===== config.mk =====
export PLATFORM = sky130hd
export DESIGN_NAME = alu_exec_unit
export DESIGN_NICKNAME = d
export VERILOG_FILES = /design/src/rtl/alu_exec_unit.sv
export SDC_FILE = /design/constraint.sdc
export NUM_CORES = 1
export LEC_CHECK = 0
export BUFFER_PORTS_ARGS = -buffer_cell sky130_fd_sc_hd__buf_2
export CAP_MARGIN = 0
export CORE_UTILIZATION = 50
export DETAILED_ROUTE_END_ITERATION = 16
export GPL_TIMING_DRIVEN = 0
export PLACE_DENSITY_LB_ADDON = 0.3
export SLEW_MARGIN = 20
export SYNTH_ARGS = -nofsm -noshare
export SYNTH_HDL_FRONTEND = slang
export SYNTH_SLANG_ARGS = --single-unit
export TNS_END_PERCENT = 30

===== constraint.sdc =====
create_clock -name clk -period 5.9 [get_ports clk]
set_input_delay 0 -clock clk [delete_from_list [all_inputs] [get_ports clk]]
set_output_delay 0 -clock clk [all_outputs]
set_load 0.03 [all_outputs]

===== src/rtl/alu_exec_unit.sv =====
// rtl/alu_exec_unit.sv - ALU execution stage launched on entry to S3; ALU_BARREL_SHIFT_EN selects single-cycle shifts
module alu_exec_unit #(
  parameter int Width = 32
) (
  input  logic             clk,
  input  logic             rst,
  input  logic [Width-1:0] a,
  input  logic [Width-1:0] b,
  input  logic [3:0]       op,
  input  logic [3:0]       curr_state,
  output logic [Width-1:0] result,
  output logic [4:0]       flags,
  output logic             busy,
  output logic             done,
  output logic [Width-1:0] display
);
  localparam int            SW  = $clog2(Width);
  localparam logic [SW-1:0] ONE = SW'(1);
  localparam logic [3:0]    S0 = 4'b0001, S1 = 4'b0010, S2 = 4'b0100, S3 = 4'b1000;

  typedef enum logic [1:0] {
    IDLE,
`ifndef ALU_BARREL_SHIFT_EN
    SHIFT,
`endif
    EXEC
  } state_t;

  state_t           state, state_nx;
  logic [3:0]       prev_state, op_q;
  logic [Width-1:0] a_q, b_q;
  logic [SW-1:0]    shamt;
  logic             launch, capture, finish;
  logic [Width:0]   sum, dif;
  logic [Width-1:0] alu_res, fin_res, display_nx;
  logic             alu_c, alu_v, alu_inv, fin_c, fin_v, fin_inv;
  logic [4:0]       fin_flags;

  assign shamt  = b_q[SW-1:0];
  assign launch = (curr_state == S3) && (prev_state != S3);
  assign busy   = (state != IDLE);

`ifdef ALU_BARREL_SHIFT_EN
  logic [Width:0]  shl, shr, sra;
  logic [SW-1:0]   neg;
`else
  logic [Width-1:0] work, work_nx;
  logic [SW-1:0]    count;
  logic             step_c, is_shift, load_shift;

  assign is_shift = (op_q >= 4'd6) && (op_q <= 4'd10);

  always_comb begin
    work_nx = work;
    step_c  = 1'b0;
    case (op_q)
      4'd6:    begin work_nx = {work[Width-2:0], 1'b0};        step_c = work[Width-1]; end
      4'd7:    begin work_nx = {1'b0, work[Width-1:1]};        step_c = work[0];       end
      4'd8:    begin work_nx = {work[Width-1], work[Width-1:1]}; step_c = work[0];     end
      4'd9:    work_nx = {work[Width-2:0], work[Width-1]};
      4'd10:   work_nx = {work[0], work[Width-1:1]};
      default: ;
    endcase
  end

  always_ff @(posedge clk or negedge rst) begin
    if (!rst) begin
      work  <= '0;
      count <= '0;
    end else if (load_shift) begin
      work  <= a_q;
      count <= shamt;
    end else if (state == SHIFT) begin
      work  <= work_nx;
      count <= count - ONE;
    end
  end
`endif

  always_comb begin
    alu_res = '0;
    alu_c   = 1'b0;
    alu_v   = 1'b0;
    alu_inv = 1'b0;
    sum = {1'b0, a_q} + {1'b0, b_q};
    dif = {1'b0, a_q} - {1'b0, b_q};
`ifdef ALU_BARREL_SHIFT_EN
    // The extra bit beside the operand catches the last bit shifted out.
    shl = {1'b0, a_q} << shamt;
    shr = {a_q, 1'b0} >> shamt;
    sra = $signed({a_q, 1'b0}) >>> shamt;
    neg = ~shamt + ONE;
`endif
    case (op_q)
      4'd0: begin
        alu_res = sum[Width-1:0];
        alu_c   = sum[Width];
        alu_v   = (a_q[Width-1] == b_q[Width-1]) && (sum[Width-1] != a_q[Width-1]);
      end
      4'd1: begin
        alu_res = dif[Width-1:0];
        alu_c   = dif[Width];
        alu_v   = (a_q[Width-1] != b_q[Width-1]) && (dif[Width-1] != a_q[Width-1]);
      end
      4'd2:  alu_res = a_q & b_q;
      4'd3:  alu_res = a_q | b_q;
      4'd4:  alu_res = a_q ^ b_q;
      4'd5:  alu_res = ~a_q;
      4'd11: alu_res = {{(Width-1){1'b0}}, $signed(a_q) < $signed(b_q)};
`ifdef ALU_BARREL_SHIFT_EN
      4'd6:  begin alu_res = shl[Width-1:0]; alu_c = shl[Width]; end
      4'd7:  begin alu_res = shr[Width:1];   alu_c = shr[0];     end
      4'd8:  begin alu_res = sra[Width:1];   alu_c = sra[0];     end
      4'd9:  alu_res = (a_q << shamt) | (a_q >> neg);
      4'd10: alu_res = (a_q >> shamt) | (a_q << neg);
`else
      4'd6, 4'd7, 4'd8, 4'd9, 4'd10: alu_res = a_q;
`endif
      default: alu_inv = 1'b1;
    endcase
  end

  always_comb begin
    finish  = 1'b0;
    fin_res = alu_res;
    fin_c   = alu_c;
    fin_v   = alu_v;
    fin_inv = alu_inv;
`ifndef ALU_BARREL_SHIFT_EN
    load_shift = 1'b0;
`endif
    case (state)
      EXEC: begin
        finish = 1'b1;
`ifndef ALU_BARREL_SHIFT_EN
        if (is_shift && shamt != '0) begin
          finish     = 1'b0;
          load_shift = 1'b1;
        end
`endif
      end
`ifndef ALU_BARREL_SHIFT_EN
      SHIFT: if (count == ONE) begin
        finish  = 1'b1;
        fin_res = work_nx;
        fin_c   = step_c;
        fin_v   = 1'b0;
        fin_inv = 1'b0;
      end
`endif
      default: ;
    endcase
    // A launch arriving on the completing edge is taken back-to-back.
    capture = launch && (state == IDLE || finish);
  end

  always_comb begin
    state_nx = state;
    if (finish) state_nx = launch ? EXEC : IDLE;
`ifndef ALU_BARREL_SHIFT_EN
    else if (load_shift) state_nx = SHIFT;
`endif
    else if (state == IDLE && launch) state_nx = EXEC;
  end

  assign fin_flags = fin_inv ? 5'b10000
                             : {1'b0, fin_res[Width-1], fin_res == '0, fin_c, fin_v};

  always_comb begin
    case (curr_state)
      S0:      display_nx = a_q;
      S1:      display_nx = b_q;
      S2:      display_nx = {{(Width-4){1'b0}}, op_q};
      S3:      display_nx = result;
      default: display_nx = '0;
    endcase
  end

  always_ff @(posedge clk or negedge rst) begin
    if (!rst) begin
      state      <= IDLE;
      prev_state <= '0;
      a_q        <= '0;
      b_q        <= '0;
      op_q       <= '0;
      result     <= '0;
      flags      <= '0;
      done       <= 1'b0;
      display    <= '0;
    end else begin
      state      <= state_nx;
      prev_state <= curr_state;
      done       <= finish;
      display    <= display_nx;
      if (capture) begin
        a_q  <= a;
        b_q  <= b;
        op_q <= op;
      end
      if (finish) begin
        result <= fin_res;
        flags  <= fin_flags;
      end
    end
  end
endmodule


; ---- Word level (Yosys, flattened, before mapping)
; Cells that the tools add are included.
[totals]
register_bits = 181
out_inout_bits = 71
n_memories = 0
word_cells = 91
romBits = 0
mem_bits_rw = 0
latch_bits = 0
[op_classes]
order_cmp = 3
shift = 0
reduce_logical = 18
n_mux = 29
n_div = 0
bitwise = 4
eq_ne = 23
mul = 0
n_addsub = 3
[ops]
columns = op, n
row1 = $pmux 32 s8, 1
row2 = $pmux 32 s5, 1
row3 = $mux 32, 4
row4 = $pmux 32 s4, 1
row5 = $add 32x32->33, 1
row6 = $sub 32x32->33, 1
row7 = $and 32x32->32, 1
row8 = $logic_not 32->1, 1
row9 = $lt 32x32->1, 1
row10 = $not 32->32, 1
row11 = $or 32x32->32, 1
row12 = $xor 32x32->32, 1
row13 = $eq 4x3->1 const B, 5
row14 = $eq 4x4->1 const B, 5
row15 = $mux 5, 3
row16 = $eq 4x2->1 const B, 3
row17 = $reduce_or 12->1, 1
row18 = $mux 1, 11
row19 = $eq 4x1->1 const B, 2
row20 = $mux 2, 4
row21 = $pmux 1 s2, 4
row22 = $logic_and 1x1->1, 7
row23 = $eq 5x1->1 const B, 1
row24 = $reduce_bool 5->1, 1
row25 = 15 further kinds, 18

; ---- Longest topological paths before layout
[logic_depth]
depth_word = 7
depth_mapped = 16
mapped_depth_nobuf = 14

; ---- Least setup slack after synthesis
; Ideal clock, no wire load.
[synth_timing]
kind = register to register
startpoint = register a_q[0]
endpoint = register flags[2]
arrival_ps = 3242
path_stages_with_launch = 15
t_required_ps = 5808
setup_time_ps = 92
setup_slack_ps = 2566
cell_sequence = dfrtp_1 inv_1 ha_1 fa_1 o21bai_1 nand2_1 a21oi_1 a211oi_2 a2111oi_4 a21oi_1 o211a_1 a311oi_1 and4_1 nand4b_1 o31ai_2
[synth_via]
elab_chain_len = 6
elab_cells_between_ends = 12
classes_between = add/sub: 2 / order compare: 1 / mux: 4 / bitwise: 4 / reduce/logical: 1
[synth_rtl]
columns = item, line
row1 = "start, declared", 31  ; logic [Width-1:0] a_q, b_q;
row2 = "start signal, assigned", 183  ; a_q <= '0;
row3 = "start signal, assigned", 196  ; a_q <= a;
row4 = $sub 32x32->33 (tied with other cells), 86  ; dif = {1'b0, a_q} - {1'b0, b_q};
row5 = $pmux 32 s8 (*), 94  ; case (op_q)
row6 = $mux 32, 143  ; SHIFT: if (count == ONE) begin
row7 = $mux 32 (*), 132  ; case (state)
row8 = $logic_not 32->1 (*), 167  ; : {1'b0, fin_res[Width-1], fin_res == '0, fin_c, fin_v};
row9 = $mux 5 (*), 166  ; assign fin_flags = fin_inv ? 5'b10000
row10 = "end signal, assigned", 202  ; flags <= fin_flags;
row11 = "end, declared", 12  ; output logic [4:0] flags,
; Mark *: on every way between the ends. The rest lies on a longest branch, timed or not.
; A chain may end at the register's enable or synchronous reset.

; ---- Worst setup path after layout
[layout_timing]
startpoint = register state[1]
endpoint = register flags[2]
[layout_via]
elab_chain_len = 4
elab_cells_between_ends = 7
classes_between = eq/ne: 2 / mux: 4 / reduce/logical: 1
[layout_rtl]
columns = item, line
row1 = "start, declared", 29  ; state_t state, state_nx;
row2 = "start signal, assigned", 191  ; state <= state_nx;
row3 = $eq 2x1->1, 132
row4 = $mux 32, 132
row5 = $logic_not 32->1, 167
row6 = $mux 5, 166
; Parallel ways exist; a longest one is shown, timed or not.

==> summary.txt <==
Run status
  – Outcome: complete, no violations

Finish
  – Final #Nets: 2229
  – Ant diodes: 0
  – Fill cells: 2722
  – Area occupied by registers: 0.004529 mm2
  – Layout cell share with drive strength beyond 1: 16.16%
  – Multi-input gate area: 0.009503 mm2
  – Layout area overhead: 17.65%

Setup path
  – Reg2reg end: flags[2]
  – Worst reg2reg path startpoint: state[1]
  – Worst setup SP type: register
  – FF-to-FF setup slack: 120 ps
  – Crit path capture type: register
  – Critical Path AT: 6170 ps
  – Required time worst endpoint: 6290 ps
  – Max Fanout on Critical Path: 10
  – Reg2reg path depth: 13
  – Crit Path Class: reg -> reg

Global routing
  – First-pass GRT wire length: 100500 um
  – Total grt overflow: 0
  – Largest net degree at the start of global routing: 94
  – Total track usage: 44.43%
  – Initial antenna violation count: 2
  – Vias in the first global route: 15650

Floorplanning
  – Core Area: 0.02964 mm2
  – Initial Utilization: 50.93%
  – Die X: 175.8 um
  – Row Count: 63
  – I/O Pins: 145
  – Die H: 175.8 um
  – Die area: 0.03089 mm2

Clock tree
  – Clock tree buffer depth: 2
  – Clock root cell: clkbuf_16
  – CTS sink cnt: 181
  – Clock Latency Late Sink: 480 ps
  – Num CTS Buffers: 17
  – Reg clk slew, reported paths: 80 ps
  – H-tree levels: 4
  – CTS tree: built

Synth
  – Xor/xnor share of the synthesized area: 1.044%
  – Multiplexer share of the synthesized area: 6.996%
  – Synth area leader: dfrtp_1
  – Yosys top cell area share: 30.01%
  – Syn_area_per_cell: 8.419 um2
  – Synth async-reset ratio: 100.0%
  – Warnings from Yosys: 0
  – Synth Area in Simple Gates: 15.35%
  – Adder-cell share of the synthesized area: 10.05%
  – Number of flops mapped to enable cells by yosys: 0
  – Unique masters post-synth: 95
  – Largest family of logic cells by synthesized area: compound AO/OA/AOI/OAI gates
  – Syn_nets: 1987
  – Cells after Synth: 1793
  – Compound-Gate Fraction of Synth Area: 29.29%
  – Synthesized area: 0.01509 mm2
  – Sequential share of the synthesized area: 30.01%
  – Area contributors post-synth: dfrtp_1 (30%), ha_1 (9.8%), mux2_2 (5.5%)
  – Synth Register Bits: 181
  – Main flop type after synthesis: dfrtp_1

Routing
  – Final ANT Viol Nets: 0
  – Vias per std cell: 6.785
  – # DRC: 0
  – Wire per inst: 28.26 um
  – Routed wire length: 68890 um
  – DR iter-0 viols: 2574
  – Vias: 16540
  – DRT Pass-1 Iters: 9

STA
  – Final count of negative-setup-slack endpoints: 0
  – Clock skew: 11.83 ps
  – Slew headroom: 18.28%
  – Final min period: 5780 ps
  – Slew at the pin closest to its max-slew limit: 1215 ps
  – RSZ-0062 raised after global routing: false
  – Peak Freq: 0.1730 GHz
  – Setup TNS Final: 0 ps
  – Final Slew Violations: 0
  – Final period util: 97.97%
  – Hold Vio Cnt, Final: 0

Run
  – Max cap viols: 0

Placement
  – Placer congestion estimate: 1.024
  – Post-DP HPWL: 51550 um
  – Port bufs: 144

Hold path
  – HP Class: in -> async
Yosys cell counts (all sizes together) (8+ instances only):
library cell,n
inv,144
nor2b,22
o21a,9
mux2i,20
and2,8
and3,8
o21bai,10
a31oi,11
ha,118
nor3,27
nand3,29
o211ai,51
nand2,179
o21ai,137
a222oi,50
a2111oi,12
o31ai,14
nor2,118
a211o,12
a21oi,136
nor4,14
xnor2,13
o22ai,25
dfrtp,181
o221ai,10
mux2,74
a21o,18
a221oi,21
a22oi,22
clkbuf,74
nand2b,15
buf,51
nand4,9
a211oi,22
nor3b,8
logic make-up after synthesis:
group / count (synthesis)
AO/OA/AOI/OAI: 631
XOR/XNOR: 18
adder cells (fa/ha/maj): 120
buffers and inverters: 270
flip-flops: 181
multiplexers: 95
AND/OR/NAND/NOR: 478
worst max-delay path, cell delays in order (launching register included):
cell,delay [ps]
dfrtp_1,410
inv_1,90
ha_1,200
nand2_1,70
nor4_1,920
buf_2,470
buf_1,680
clkbuf_1,610
nor3_1,180
o211a_1,180
a311oi_1,890
and4_1,440
nand4b_1,270
o31ai_2,280
worst max path at each step:
| stage | startpoint | endpoint | slack, ps | cells after the start |
|---|---|---|---|---|
| 2_1_floorplan | a_q[0] | flags[2] | 2570 | 14 |
| 3_3_place_gp | op_q[2] | a_q[6] | 660 | 10 |
| 3_5_place_dp | state[1] | flags[2] | 610 | 13 |
| 4_1_cts | state[1] | flags[2] | 560 | 13 |
| 5_1_grt | state[1] | flags[2] | 250 | 13 |
| 6_report | state[1] | flags[2] | 120 | 13 |
layout by cell type, fill, tap and decap left out, types with 7 or more instances in the layout:
cell type	count
buf_6	7
a21o_1	18
nand2b_1	14
nor3b_1	7
a221oi_1	21
and3_1	8
nand4_1	9
o221ai_1	9
buf_2	175
nor3_1	27
mux2i_1	20
o211ai_1	51
nand3_1	29
a21oi_1	135
clkbuf_16	17
o22ai_1	24
nor2b_1	22
nor4_1	14
nor2_1	116
mux2_2	74
o31ai_1	12
clkbuf_1	76
a211o_1	12
a22oi_1	22
o21bai_1	10
o21ai_0	133
dlygate4sd3_1	73
a31oi_1	11
xnor2_1	13
a211oi_1	21
ha_1	118
dfrtp_1	181
buf_1	11
o21a_1	9
a222oi_1	50
inv_1	143
nand2_1	178
state kept, by name, indices dropped and copies added (netlist names), 5 cells and up:
name     flops
a_q         32
b_q         32
display     32
result      32
work        32
count        5
flags        5
per-stage QoR:
step           setup WS, ps  cells  util, %  hold WS (ps)  area, um2
2_1_floorplan          2566   1793        -        -295.6      15090
3_3_place_gp          656.1   2327    55.01         143.2      16300
3_5_place_dp          608.9   2333    55.41         41.47      16420
4_1_cts               560.3   2438    59.91         145.9      17760
5_1_grt               252.3   2438    59.92         195.0      17760
6_report              119.8   2438    59.92         101.5      17760
area by class of cell:
| type | count | area share (%) |
|---|---|---|
| Sequential cell | 181 | 25.51 |
| Multi-Input combinational cell | 1342 | 53.51 |
| Inverter | 145 | 3.065 |
| Clock inverter | 13 | 0.9512 |
| Timing Repair Buffer | 223 | 8.659 |
| Tap cell | 390 | 2.748 |
| Buffer | 125 | 3.121 |
| Clock buffer | 19 | 2.438 |
what timing repair did:
item | 4_1_cts | 5_1_grt
hold buffers | 73 | 0
endpoints found under the hold margin | 164 | 0
setup buffers | 0 | 0
resized for setup | 0 | 0
layer usage:
| metal | share of wire [%] | vias up | GRT usage (%) |
|---|---|---|---|
| li1 | - | 7145 | - |
| met1 | 40 | 7953 | 58.35 |
| met2 | 43 | 1192 | 66.57 |
| met3 | 11 | 249 | 11.41 |
| met4 | 5.7 | 4 | 24.17 |
| met5 | 0.041 | - | 0 |
Power is not shown: default switching activity piles up to over one toggle a cycle in this logic, so the estimate is an artifact.
